<file path="src/rtl/segre_dcache_ctrl.sv">
// Blocking, direct-mapped, write-back/write-allocate data cache controller.
// Handles core-side lookup and store merge, and fills or evicts whole lines
// through a hold-until-ready memory handshake.
//
// state     | meaning
// ----------+--------------------------------------------------------------
// S_IDLE    | lookup; hits serviced in the same cycle, a miss leaves IDLE
// S_WB      | dirty victim line being written back to memory
// S_REFILL  | missed line being read from memory and installed
module segre_dcache_ctrl #(
   parameter int ADDR_WIDTH = 32,
   parameter int LINE_BYTES = 16,
   parameter int NUM_LINES  = 4
) (
   input  logic                      clk_i,
   input  logic                      rsn_i,
   input  logic                      req_i,
   input  logic                      we_i,
   input  logic [3:0]                be_i,
   input  logic [ADDR_WIDTH-1:0]     addr_i,
   input  logic [31:0]               wdata_i,
   output logic [31:0]               rdata_o,
   output logic                      hit_o,
   output logic                      busy_o,
   output logic                      mem_rd_o,
   output logic                      mem_wr_o,
   output logic [ADDR_WIDTH-1:0]     mem_addr_o,
   output logic [8*LINE_BYTES-1:0]   mem_wdata_o,
   input  logic [8*LINE_BYTES-1:0]   mem_rdata_i,
   input  logic                      mem_ready_i
);

   localparam int OFF_W  = $clog2(LINE_BYTES);
   localparam int IDX_W  = $clog2(NUM_LINES);
   localparam int TAG_W  = ADDR_WIDTH - OFF_W - IDX_W;
   localparam int LINE_W = 8 * LINE_BYTES;
   localparam int WORDS  = LINE_BYTES / 4;
   localparam logic [OFF_W-1:0] WORD_MASK = ~OFF_W'(3);

   typedef enum logic [1:0] {
      S_IDLE   = 2'd0,
      S_WB     = 2'd1,
      S_REFILL = 2'd2
   } state_t;

   state_t state_q, state_d;

   logic [NUM_LINES-1:0] valid_q;
   logic [NUM_LINES-1:0] dirty_q;
   logic [TAG_W-1:0]     tag_arr_q  [NUM_LINES];
   logic [LINE_W-1:0]    data_arr_q [NUM_LINES];

   logic [TAG_W-1:0]     miss_tag_q, miss_tag_d;
   logic [IDX_W-1:0]     miss_idx_q, miss_idx_d;

   logic [TAG_W-1:0]     req_tag;
   logic [IDX_W-1:0]     req_idx;
   logic [OFF_W-1:0]     req_off;
   logic                 req_v;
   logic                 lookup_hit;
   logic                 miss;
   logic                 store_hit;
   logic                 wb_done;
   logic                 refill_done;
   logic [LINE_W-1:0]    store_line;
   logic [31:0]          rd_word;

   // A core request held across reset must not show up as busy.
   assign req_v   = req_i & rsn_i;
   assign req_tag = addr_i[ADDR_WIDTH-1:OFF_W+IDX_W];
   assign req_idx = addr_i[OFF_W+IDX_W-1:OFF_W];
   assign req_off = addr_i[OFF_W-1:0] & WORD_MASK;

   assign lookup_hit  = req_v & valid_q[req_idx] & (tag_arr_q[req_idx] == req_tag);
   assign miss        = (state_q == S_IDLE) & req_v & ~lookup_hit;
   assign store_hit   = (state_q == S_IDLE) & lookup_hit & we_i;
   assign wb_done     = (state_q == S_WB) & mem_ready_i;
   assign refill_done = (state_q == S_REFILL) & mem_ready_i;

   // Word select for loads and byte-enable merge for stores on the indexed line.
   always_comb begin
      store_line = data_arr_q[req_idx];
      rd_word    = '0;
      for (int k = 0; k < WORDS; k++) begin
         if (req_off == OFF_W'(4 * k)) begin
            rd_word = data_arr_q[req_idx][32*k +: 32];
            for (int b = 0; b < 4; b++) begin
               if (be_i[b]) store_line[32*k + 8*b +: 8] = wdata_i[8*b +: 8];
            end
         end
      end
   end

   // State register and latched miss address.
   always_ff @(posedge clk_i or negedge rsn_i) begin
      if (!rsn_i) begin
         state_q    <= S_IDLE;
         miss_tag_q <= '0;
         miss_idx_q <= '0;
      end else begin
         state_q    <= state_d;
         miss_tag_q <= miss_tag_d;
         miss_idx_q <= miss_idx_d;
      end
   end

   // Next-state logic; the miss address is captured only on leaving IDLE.
   always_comb begin
      state_d    = state_q;
      miss_tag_d = miss_tag_q;
      miss_idx_d = miss_idx_q;
      case (state_q)
         S_IDLE: begin
            if (miss) begin
               miss_tag_d = req_tag;
               miss_idx_d = req_idx;
               state_d    = (valid_q[req_idx] & dirty_q[req_idx]) ? S_WB : S_REFILL;
            end
         end
         S_WB:     if (mem_ready_i) state_d = S_REFILL;
         S_REFILL: if (mem_ready_i) state_d = S_IDLE;
         default:  state_d = S_IDLE;
      endcase
   end

   // Core-side and memory-side outputs decoded from the current state.
   always_comb begin
      hit_o       = 1'b0;
      busy_o      = 1'b0;
      rdata_o     = '0;
      mem_rd_o    = 1'b0;
      mem_wr_o    = 1'b0;
      mem_addr_o  = '0;
      mem_wdata_o = '0;
      case (state_q)
         S_IDLE: begin
            hit_o   = lookup_hit;
            busy_o  = req_v & ~lookup_hit;
            rdata_o = rd_word;
         end
         S_WB: begin
            busy_o      = 1'b1;
            mem_wr_o    = 1'b1;
            mem_addr_o  = {tag_arr_q[miss_idx_q], miss_idx_q, {OFF_W{1'b0}}};
            mem_wdata_o = data_arr_q[miss_idx_q];
         end
         S_REFILL: begin
            busy_o     = 1'b1;
            mem_rd_o   = 1'b1;
            mem_addr_o = {miss_tag_q, miss_idx_q, {OFF_W{1'b0}}};
         end
         default: ;
      endcase
   end

   // Line storage: store-hit merge, writeback clean, refill install.
   always_ff @(posedge clk_i or negedge rsn_i) begin
      if (!rsn_i) begin
         valid_q <= '0;
         dirty_q <= '0;
         for (int i = 0; i < NUM_LINES; i++) begin
            tag_arr_q[i]  <= '0;
            data_arr_q[i] <= '0;
         end
      end else begin
         if (store_hit) begin
            data_arr_q[req_idx] <= store_line;
            dirty_q[req_idx]    <= 1'b1;
         end
         if (wb_done) dirty_q[miss_idx_q] <= 1'b0;
         if (refill_done) begin
            data_arr_q[miss_idx_q] <= mem_rdata_i;
            tag_arr_q[miss_idx_q]  <= miss_tag_q;
            valid_q[miss_idx_q]    <= 1'b1;
            dirty_q[miss_idx_q]    <= 1'b0;
         end
      end
   end

endmodule

</file>
<file path="config.mk">
export PLATFORM = sky130hd
export DESIGN_NAME = segre_dcache_ctrl
export DESIGN_NICKNAME = d
export VERILOG_FILES = /design/src/rtl/segre_dcache_ctrl.sv
export SDC_FILE = /design/constraint.sdc
export NUM_CORES = 2
export LEC_CHECK = 0
export ABC_AREA = 0
export BUFFER_PORTS_ARGS = -buffer_cell sky130_fd_sc_hd__buf_4
export CELL_PAD_IN_SITES_DETAIL_PLACEMENT = 1
export CELL_PAD_IN_SITES_GLOBAL_PLACEMENT = 2
export CORE_MARGIN = 3
export CORE_UTILIZATION = 41
export DETAILED_ROUTE_END_ITERATION = 6
export GPL_TIMING_DRIVEN = 0
export PLACE_DENSITY_LB_ADDON = 0.1
export SLEW_MARGIN = 20
export SYNTH_ARGS = -nofsm -noshare
export SYNTH_HDL_FRONTEND = slang
export SYNTH_SLANG_ARGS = --single-unit
</file>
<file path="constraint.sdc">
create_clock -name clk_i -period 4.1 [get_ports clk_i]
set_clock_uncertainty 0.1 [all_clocks]
set_input_delay 0.41 -clock clk_i [delete_from_list [all_inputs] [get_ports clk_i]]
set_output_delay 0.41 -clock clk_i [all_outputs]
set_load 0.005 [all_outputs]
</file>
==> flow_summary.yaml <==
status:
  status: "finished with violations"
  violations: "negative setup slack"
global_routing:
  overflow: 0
  grt_max_degree: 87
  antenna_found_initial: 19
  grt_pass1_wl_um: 318000
  grt_pass1_vias: 41500
  grtUsageTotal_pct: 41.2
synth:
  yosysWarnings: 0
  netlist_area_um2: 43000
  syn_area_per_cell_um2: 11.8
  synthCells: 3643
  synthArstFlopShare_pct: 100
  ys_seq_area_share_pct: 38.1
  synth_cell_types: 56
  synth_edf_count: 0
  synth_ff_type: "dfrtp_1"
  ys_ff_latch: 654
setup_path:
  required_ps: 3590
  crit_slowest_cell: "mux4_2"
  critPathLaunchType: "input port"
  crit_type: "in2out"
  cp_slowest_stage_delay_ps: 490
  cp.arrival_ps: 3610
  path_cells: "clkbuf_4 > buf_6 > buf_4 > buf_6 > clkbuf_8 > buf_2 > mux4_2 > mux4_2 > and2_1 > buf_4"
  end_kind: "primary output"
  path_max_fanout: 10
placement:
  numPortBuffers: 388
  place_inst: 5423
  routabilityCongestion: 0.991
  dp_hpwl_um: 160000
drt:
  wl_per_cell_um: 39.6
  dr_wl_met3_um: 27500
  route.detailed.drc: 0
  vias_per_cell: 7.15
  top_layer_used: "met5"
  route.met2.wl_um: 97600
  ant_nets: 0
  drtIter0Drc: 5235
  wl_met1_um: 87200
  dr.pass1.iters: 6
  drt_wl_total_um: 228000
  vias: 41100
timing:
  setup_violations: 3
  hold_ws_ps: 18.0
  layout_worst_path_cycle_share_pct: 101
  maxSlewViolCount: 0
  tns_ps: -62.8
  worstMarginPinSlew_ps: 1110
  rsz0062_at_grt: "false"
  post-route-min-period_ps: 4120
  fmax_mhz: 243
  max_slew_margin_pct: 24.0
  fin_ws_ps: -22.5
  hold_viol_final: 0
die:
  die_h_um: 330
  die_area_um2: 109000
  core.rowCount: 118
  core_area_um2: 104000
  io_pins: 397
  chipWidth_um: 330
  start_util_pct: 41.4
pwr:
  power_density_nw_per_um2: 724
  power_mw: 38.3
  ir_worst_vdd_mv: 0.349
  leakagePower_nw: 21.8
final_layout:
  final_cells: 5752
  drive_gt1_share_pct: 27.5
  layout.nets: 4499
  area_growth_pct: 23.1
  fillers: 10900
cts:
  insertion_delay_ps: 700
  ctsLongestPathBuffers: 3
  post_cts_buffers: 0
  tritoncts: "built"
  ctsRootBufferMaster: "clkbuf_16"
  clock-sinks: 654
  cts_made_buffers: 81
  clkTransAtPathRegs_ps: 60
  htreeDepth: 3
hold_path:
  hp-class: "in2async"
run:
  cap_violations: 0
## synth_stat cells, drive strengths merged, types with 3 or more instances
| cell | count | area, um2 |
|---|---|---|
| dfrtp | 654 | 16400 |
| nor2b | 515 | 3220 |
| a221o | 512 | 5120 |
| nor4 | 512 | 3200 |
| mux4 | 333 | 7500 |
| clkbuf | 300 | 1130 |
| buf | 170 | 1210 |
| and2 | 163 | 1020 |
| mux2i | 141 | 1410 |
| mux2 | 135 | 1520 |
| nor2 | 37 | 139 |
| a22oi | 26 | 195 |
| xnor2 | 20 | 175 |
| nand2 | 18 | 67.6 |
| inv | 17 | 63.8 |
| a21oi | 9 | 45.0 |
| nand4 | 8 | 50.1 |
| nor3 | 8 | 45.0 |
| o21ai | 8 | 40.0 |
| or2 | 8 | 57.6 |
| nand3 | 5 | 25.0 |
| ha | 4 | 50.1 |
| nand3b | 4 | 30.0 |
| xor2 | 4 | 35.0 |
| a221oi | 3 | 32.5 |
| o32ai | 3 | 26.3 |
## metal layers
metal	vias up	global-route usage [%]
li1	16000	-
met2	2921	59.7
met5	-	0
met1	21500	54.1
met4	6	23.7
met3	640	13.4
## cells by family (layout without fill, tap and decap cells)
logic type | after synthesis | count (layout) | synth area share, %
flip-flops | 654 | 654 | 38.1
AO/OA/AOI/OAI | 577 | 577 | 13.0
AND/OR/NAND/NOR | 1287 | 1287 | 18.4
adder cells (fa/ha/maj) | 4 | 4 | 0.116
XOR/XNOR | 24 | 24 | 0.489
other | 1 | 18 | 0.00872
buffers and inverters | 487 | 1199 | 5.58
multiplexers | 609 | 609 | 24.3
## cell type report
class                   count  area [um2]  area share (%)
diodes                     14        35.0          0.0662
inverters                  17        63.8           0.121
plain buffers             468        2620            4.95
flip-flops and latches    654       16400            30.9
multi-input cells        2505       24300            45.9
clock inverters            26         423           0.799
clock buffers             121        2410            4.55
repair buffers            567        5000            9.46
well taps                1380        1730            3.26
## registers in the layout (all words and copies together) (netlist names)
signal and cells:
dirty_q 4, data_arr_q 512, miss_idx_q 2, tag_arr_q 104, valid_q 4, state_q 2, miss_tag_q 26
## metrics by stage
stage	area, um2	utilization (%)	worst slack [ps]
after global routing	52900	50.9	2.73
final	52900	51.0	-22.5
after floorplan	43000	-	639
after global placement	47600	45.9	-7350
after detailed placement	47900	46.1	-1680
after CTS	52800	50.9	-128
## path summary, 6_finish.rpt
kind | start | to | slack [ps] | depth (start not counted)
worst max-delay path | addr_i[5] | rdata_o[17] | -20 | 10
worst min-delay path | rsn_i | data_arr_q[282] | 20 | 5
worst max register to register | state_q[0] | data_arr_q[55] | 80 | 8
worst min register to register | valid_q[3] | valid_q[3] | 380 | 1
max in group asynchronous | rsn_i | data_arr_q[421] | 2280 | 7
min in group clk_i | mem_ready_i | state_q[0] | 70 | 3
## placed cells by master, fill, tap and decap left out, types with 35 or more instances in the layout
cell type      Yosys  final
dfrtp_1          654    654
nor2b_1          515    515
nor4_1           512    512
a221o_1          512    512
buf_4              5    397
mux4_2           333    333
clkbuf_1         300    271
and2_1           163    162
dlygate4sd3_1      0    158
mux2i_1          141    141
mux2_2           113    113
clkbuf_16          0     82
buf_6             62     68
buf_2             68     57
clkbuf_2           0     39
nor2_1            37     35
## repair_timing
item	4_1_cts	5_1_grt
endpoints found under the hold margin	717	0
pin swaps	0	1
hold buffers	164	0
endpoints found under the setup margin	743	89
cloned	5	0
gates resized for setup	92	27
## worst max-delay path: cells and delay by family
kind | cells | cell delay, ps
muxes | 2 | 970
and+or+nand+nor | 1 | 300
buffers and inverters | 7 | 1900
## power by group
part	total [mW]	switching, mW	internal [mW]
Clock	7.90	3.31	4.60
Combinational	18.7	9.88	8.79
Sequential	11.7	2.32	9.41
Power figures use the tool's default switching activity.
